[src/rtl/dec_pipe.sv]
// dec_pipe: single registered instruction-decode stage with run/drain/halted control (DEC_PIPE_IMM_EN enables immediate classes)
module dec_pipe #(
    parameter int IB_W     = 8,
    parameter int ILL_HALT = 0
) (
    input  logic            clk,
    input  logic            rst,
    input  logic            flush,
    input  logic            in_valid,
    output logic            in_ready,
    input  logic [15:0]     ins,
    output logic            out_valid,
    input  logic            out_ready,
    output logic [1:0]      aradr,
    output logic [1:0]      bradr,
    output logic [1:0]      wadr,
    output logic [2:0]      op,
    output logic            we,
    output logic            halt,
    output logic            ll,
    output logic            lh,
    output logic            use_imm,
    output logic [IB_W-1:0] ib,
    output logic            halted,
    output logic            illegal
);
    typedef enum logic [1:0] {RUN, DRAIN, HALTED} state_t;
    state_t state, state_nx;
    logic [2:0]      cls;
    logic [1:0]      d_aradr, d_bradr, d_wadr;
    logic [2:0]      d_op;
    logic            d_we, d_halt, d_ll, d_lh, d_use_imm, d_ill;
    logic [IB_W-1:0] d_ib;
    logic            accept;

    assign cls      = ins[15:13];
    assign in_ready = (~out_valid | out_ready) & (state == RUN) & ~flush;
    assign accept   = in_valid & in_ready;
    assign halted   = state == HALTED;

    // combinational decode of the offered word; unset fields stay 0
    always_comb begin
        d_aradr   = 2'd0;
        d_bradr   = 2'd0;
        d_wadr    = 2'd0;
        d_op      = 3'd0;
        d_we      = 1'b0;
        d_halt    = 1'b0;
        d_ll      = 1'b0;
        d_lh      = 1'b0;
        d_use_imm = 1'b0;
        d_ill     = 1'b0;
        d_ib      = '0;
        if (cls == 3'b000) begin
            if (ins[2]) begin
                d_wadr  = ins[11:10];
                d_aradr = ins[9:8];
                d_op    = ins[6:4];
                d_bradr = ins[1:0];
                d_we    = 1'b1;
            end else begin
                d_halt  = ins[0];
            end
        end
`ifdef DEC_PIPE_IMM_EN
        else if (cls == 3'b001) begin
            d_wadr    = ins[11:10];
            d_aradr   = ins[11:10];
            d_op      = {ins[12], ins[9:8]};
            d_use_imm = 1'b1;
            d_we      = 1'b1;
            d_ib      = IB_W'($signed(ins[7:0]));
        end else if (cls == 3'b010) begin
            d_wadr = ins[11:10];
            d_we   = 1'b1;
            d_ib   = IB_W'(ins[7:0]);
            d_ll   = ~ins[12];
            d_lh   = ins[12];
        end
`else
        else if (cls == 3'b001 || cls == 3'b010) begin
            d_ill = 1'b1;
        end
`endif
        else begin
            d_ill = 1'b1;
        end
    end

    // control FSM: a halt (or illegal, if configured) word drains, then halts once consumed
    always_comb begin
        state_nx = state;
        if (state == RUN)
            state_nx = (accept & (d_halt | ((ILL_HALT != 0) & d_ill))) ? DRAIN : RUN;
        else if (state == DRAIN)
            state_nx = flush ? RUN : (out_valid & out_ready) ? HALTED : DRAIN;
    end

    // state register
    always_ff @(posedge clk or posedge rst) begin
        if (rst) state <= RUN;
        else     state <= state_nx;
    end

    // output stage: load on accept, drop on consume or flush, illegal is sticky
    always_ff @(posedge clk or posedge rst) begin
        if (rst) begin
            out_valid <= 1'b0;
            illegal   <= 1'b0;
            aradr     <= 2'd0;
            bradr     <= 2'd0;
            wadr      <= 2'd0;
            op        <= 3'd0;
            we        <= 1'b0;
            halt      <= 1'b0;
            ll        <= 1'b0;
            lh        <= 1'b0;
            use_imm   <= 1'b0;
            ib        <= '0;
        end else begin
            if (flush && state != HALTED) out_valid <= 1'b0;
            else if (accept)              out_valid <= 1'b1;
            else if (out_ready)           out_valid <= 1'b0;
            if (accept) begin
                illegal <= illegal | d_ill;
                aradr   <= d_aradr;
                bradr   <= d_bradr;
                wadr    <= d_wadr;
                op      <= d_op;
                we      <= d_we;
                halt    <= d_halt;
                ll      <= d_ll;
                lh      <= d_lh;
                use_imm <= d_use_imm;
                ib      <= d_ib;
            end
        end
    end
endmodule

[config.mk]
export PLATFORM = sky130hd
export DESIGN_NAME = dec_pipe
export DESIGN_NICKNAME = d
export VERILOG_FILES = /design/src/rtl/dec_pipe.sv
export SDC_FILE = /design/constraint.sdc
export NUM_CORES = 1
export LEC_CHECK = 0
export CAP_MARGIN = 20
export CORE_MARGIN = 2
export CORE_UTILIZATION = 33
export DETAILED_ROUTE_END_ITERATION = 7
export PLACE_DENSITY = 0.75
export SYNTH_ARGS = -nofsm -noshare
export SYNTH_HDL_FRONTEND = slang
export SYNTH_SLANG_ARGS = --single-unit
[constraint.sdc]
create_clock -name clk -period 1.2 [get_ports clk]
set_input_delay 0.24 -clock clk [delete_from_list [all_inputs] [get_ports clk]]
set_output_delay 0.24 -clock clk [all_outputs]
set_load 0.02 [all_outputs]
After elaboration in Yosys (flattened, before gate mapping)
Cells that the tools add are included.

Flip-flop bits (word level): 15. Bits of input ports: 21. Output and inout bits: 26. Word-level logic and storage cells: 47.

Eq/ne operators: 3. Muxes and demuxes: 21. Bitwise operators: 9. Reductions and logical operators: 5.

Operators by type and width (count): two-way mux 2 bit (10); two-way mux 1 bit (9); two-way mux 3 bit (2); AND 1 bit (5); zero test 3 bit (1); nonzero test 3 bit (1); == test 2 x 1 -> 1 bit, second input constant (1); == test 2 bit, second input constant (1); zero test 2 bit (1); != test 2 bit, second input constant (1); inverter 1 bit (2); OR 1 bit (2); nonzero test 2 bit (1); logical AND 1 bit (1).

Logic depth before layout (Yosys ltp)
Depth in word-level cells: 8. Mapped depth: 4. Gate-level depth less buffers: 3.

Worst setup path after synthesis
OpenSTA, ideal clock, no wires.

Path type: reg2reg. Start: reg out_valid. End: reg we. Data arrival time: 1.066 ns. Data required time: 1.072 ns. Path slack: 0.006 ns. Stages on the path, launching flop included: 4. Buffers on the path: 0. Period minus slack after synthesis: 1.194 ns. Path through: dfrtp_1 -> nand2b_2 -> nand4_4 -> mux2_1.

Longest elaborated chain between the ends: 5.

Ends and longest elaborated chain: from (decl) (RTL line 12) `output logic out_valid,`; from (signal assigned) (RTL line 108) `out_valid <= 1'b0;`; from (signal assigned) (RTL line 121) `if (flush && state != HALTED) out_valid <= 1'b0;`; from (signal assigned) (RTL line 122) `else if (accept) out_valid <= 1'b1;`; inverter 1 bit (RTL line 37) `assign in_ready = (~out_valid | out_ready) & (state == RUN) & ~flush;`; OR 1 bit (RTL line 37); AND 1 bit (2 in series) (RTL line 37); AND 1 bit (RTL line 38) `assign accept = in_valid & in_ready;`; to (signal assigned) (RTL line 130) `we <= d_we;`; to (decl) (RTL line 18) `output logic we,`.

Every way passes these cells. A chain may end at the register's enable or synchronous reset.

Worst setup path after layout
Start: reg state[0]. End: out in_ready.

Longest elaborated chain between the ends: 3.

Ends and longest elaborated chain: from (decl) (RTL line 28) `state_t state, state_nx;`; from (signal assigned) (RTL line 102) `else state <= state_nx;`; zero test 2 bit (RTL line 37); AND 1 bit (2 in series) (RTL line 37); to (decl) (RTL line 10) `output logic in_ready,`.

Every way passes these cells.

==> results.md <==
* Status: finished with violations
* Failing checks: setup timing
* Row Count at 17
* HP Class: input pin to asynchronous set/reset pin
* Critical Path Max Stage Delay at 420 ps
* Post-synth cell types at 22
* Input/output buffers at 32
* Slew Limit Fails at 0
* Die area at 0.00280 mm2
* Met1 Use GR at 16.3%
* Vias in the first global route at 603
* Core area at 0.00223 mm2
* Vias at 619
* Reg2reg start: state[0]$_DFFE_PP0P_
* Combinational share of power at 24.5%
* Max-cap violations at 0
* Register area share after synthesis at 47.5%
* Worst R2R End: we$_DFFE_PP0P_
* Final WL at 1690 um
* Synth Instances at 75
* Setup TNS at -329 ps
* Buffer and inverter count on the worst path at 1
* H-tree depth at 1
* Met3 Use GR at 5.08%
* FF-to-FF path depth at 4
* Clk sinks at 15
* CP Data Required Time at 960 ps
* Commonest cells after routing, fill and taps aside: 16 x clkdlybuf4s50_1, 15 x dfrtp_1, 12 x inv_1
* FF+latch count, synth at 15
* Pre-CTS WS at -653 ps
* Sw frac at 27.8%
* Via density at 4.21
* Global-route wire length before repair at 2700 um
* RePlAce Congestion at 0.624
* Final Setup Violations at 10
* CTS root buffer: clkbuf_4
* Worst-Skew Late Latency at 280 ps
* Starting density of the core at 35.4%
* Worst EP arrival at 1150 ps
* Initial antenna violation count at 0
* Share of layout cells above drive strength 1 at 28.6%
* Clk network pwr share at 26.2%
* Syn Area/Cell at 10.5 um2
* Most used routing layer: met2
* Cell family contributing the most delay on the critical path: flip-flops
* Die width at 52.9 um
* Final net count at 141
* Crit path kind: register to output pin
* Net Switching at 0.000302 W
* Startpoint Class: register
* Worst-path clk slew at 90 ps
* DRC at 0
* Synthesized cell area at 790 um2
* Crit end category: output pin
* Commonest non-fill, non-tap cell in the layout: clkdlybuf4s50_1
* Hold buffer count at cts at 0
* Clock tree from TritonCTS: done
* ANT cells at 0
* Max FO, Critical Path at 4
* Tmin final at 1390 ps
* Period Utilization, post-route at 116%
* Critical Path Slowest Stage Cell: dfrtp_1
* Detailed Routing Iterations Pass 1 at 2
* Largest net degree at the start of global routing at 16
* Iteration-0 DRC Markers at 5
* Post-DP HPWL at 1230 um
* CTS buffer count at 3
* Met2 usage at 22.7%
* Wire per inst at 11.5 um
* Clk buf depth at 2
* Synthesis Warnings at 0
* GRT Util Overall at 13.8%
* I/O pin cnt at 47
* Final worst setup slack at -192 ps
* Lkg Pwr at 0.611 nW
* Fmax at 718 MHz
* Final hold violation count at 0
* Grt ovf at 0
* Seq pwr share at 49.3%
* Max rail drop VDD at 575 uV
* Clock Skews at 1.12 ps
* Die Y at 52.9 um
* Post-DRT Antenna Nets at 0
* Worst R2R Setup Slack at -30 ps
* Area Overhead vs Synth at 46.9%
* Power density over cell area at 937 mW/mm2
* Critical-path cell list: nor2_2, and3_4, buf_6
* Cell Int Power at 0.000785 W
* RSZ-0062 raised after global routing: yes
routing by layer:
| layer | vias to the layer above | part of all wire (%) |
|---|---|---|
| met3 | 0 | 9.5 |
| met5 | - | 0 |
| met2 | 34 | 48 |
| li1 | 307 | - |
| met1 | 278 | 42 |
| met4 | 0 | 0 |
cells in the mapped netlist (all sizes together):
cell type / number / area [um2]
a21oi: 1 / 5.00
a41o: 1 / 10.0
and3: 1 / 6.26
buf: 12 / 93.8
conb: 1 / 3.75
dfrtp: 15 / 375
inv: 12 / 45.0
mux2: 1 / 11.3
mux2i: 10 / 100
nand2: 9 / 33.8
nand2b: 1 / 8.76
nand3b: 1 / 7.51
nand4: 1 / 21.3
nor2: 2 / 10.0
nor2b: 1 / 6.26
nor3: 1 / 5.00
nor4b: 1 / 23.8
o21ai: 3 / 15.0
o21bai: 1 / 7.51
cell families after synthesis:
logic type             Yosys count  share of synthesized area, %
AO/OA/AOI/OAI                    6                          4.75
buffers and inverters           24                          17.6
flip-flops                      15                          47.5
multiplexers                    11                          14.1
other                            1                         0.475
AND/OR/NAND/NOR                 18                          15.5
tightest hold or removal path, cell delays in order:
cell and delay [ps]:
clkdlybuf4s50_1 390, inv_1 50, buf_4 220
registers in the layout, summed over array words and instances, names as in the netlist:
register and cells:
op 3, we 1, out_valid 1, state 2, bradr 2, illegal 1
wadr 2, aradr 2, halt 1
how the worst max path moves through the flow:
stage	slack, ps	depth (start not counted)	from	to
CTS	-150	3	state[1]$_DFFE_PP0P_	in_ready
global route	-250	3	state[0]$_DFFE_PP0P_	in_ready
floorplan	6	3	out_valid$_DFFE_PP0P_	we$_DFFE_PP0P_
detailed placement	-650	4	out_ready	in_ready
finish	-190	3	state[0]$_DFFE_PP0P_	in_ready
global placement	-630	4	out_ready	in_ready
stage by stage:
stage | utilization [%] | hold slack, ps | cells | total power (W) | instance area [um2]
floorplan | - | 141 | 85 | 0.000698 | 827
global placement | 52.0 | 460 | 141 | 0.000805 | 1160
detailed placement | 52.0 | 465 | 141 | 0.000810 | 1160
CTS | 54.2 | 252 | 146 | 0.00110 | 1210
global route | 51.9 | 271 | 147 | 0.00116 | 1160
finish | 51.9 | 253 | 147 | 0.00109 | 1160
final cells by class:
| cell class | instances | area (um2) |
|---|---|---|
| timing repair buffer | 42 | 357 |
| multi-input combinational | 46 | 322 |
| tap | 28 | 35.0 |
| inverter | 12 | 45.0 |
| fill | 227 | 1070 |
| sequential | 15 | 375 |
| clock buffer | 4 | 26.3 |
timing repair:
action | CTS | global route
pin swaps | 1 | 2
gates resized for setup | 54 | 13
setup buffers | 2 | 2
setup endpoints to repair | 27 | 27
power by group through the flow:
stage                     logic (W)  clock network [W]  registers [W]
after floorplan            0.000132                  0       0.000565
after global placement     0.000261                  0       0.000544
after detailed placement   0.000265                  0       0.000545
after CTS                  0.000266           0.000296       0.000536
after global routing       0.000287           0.000331       0.000538
final                      0.000266           0.000285       0.000536
(Power assumes the default switching activity.)
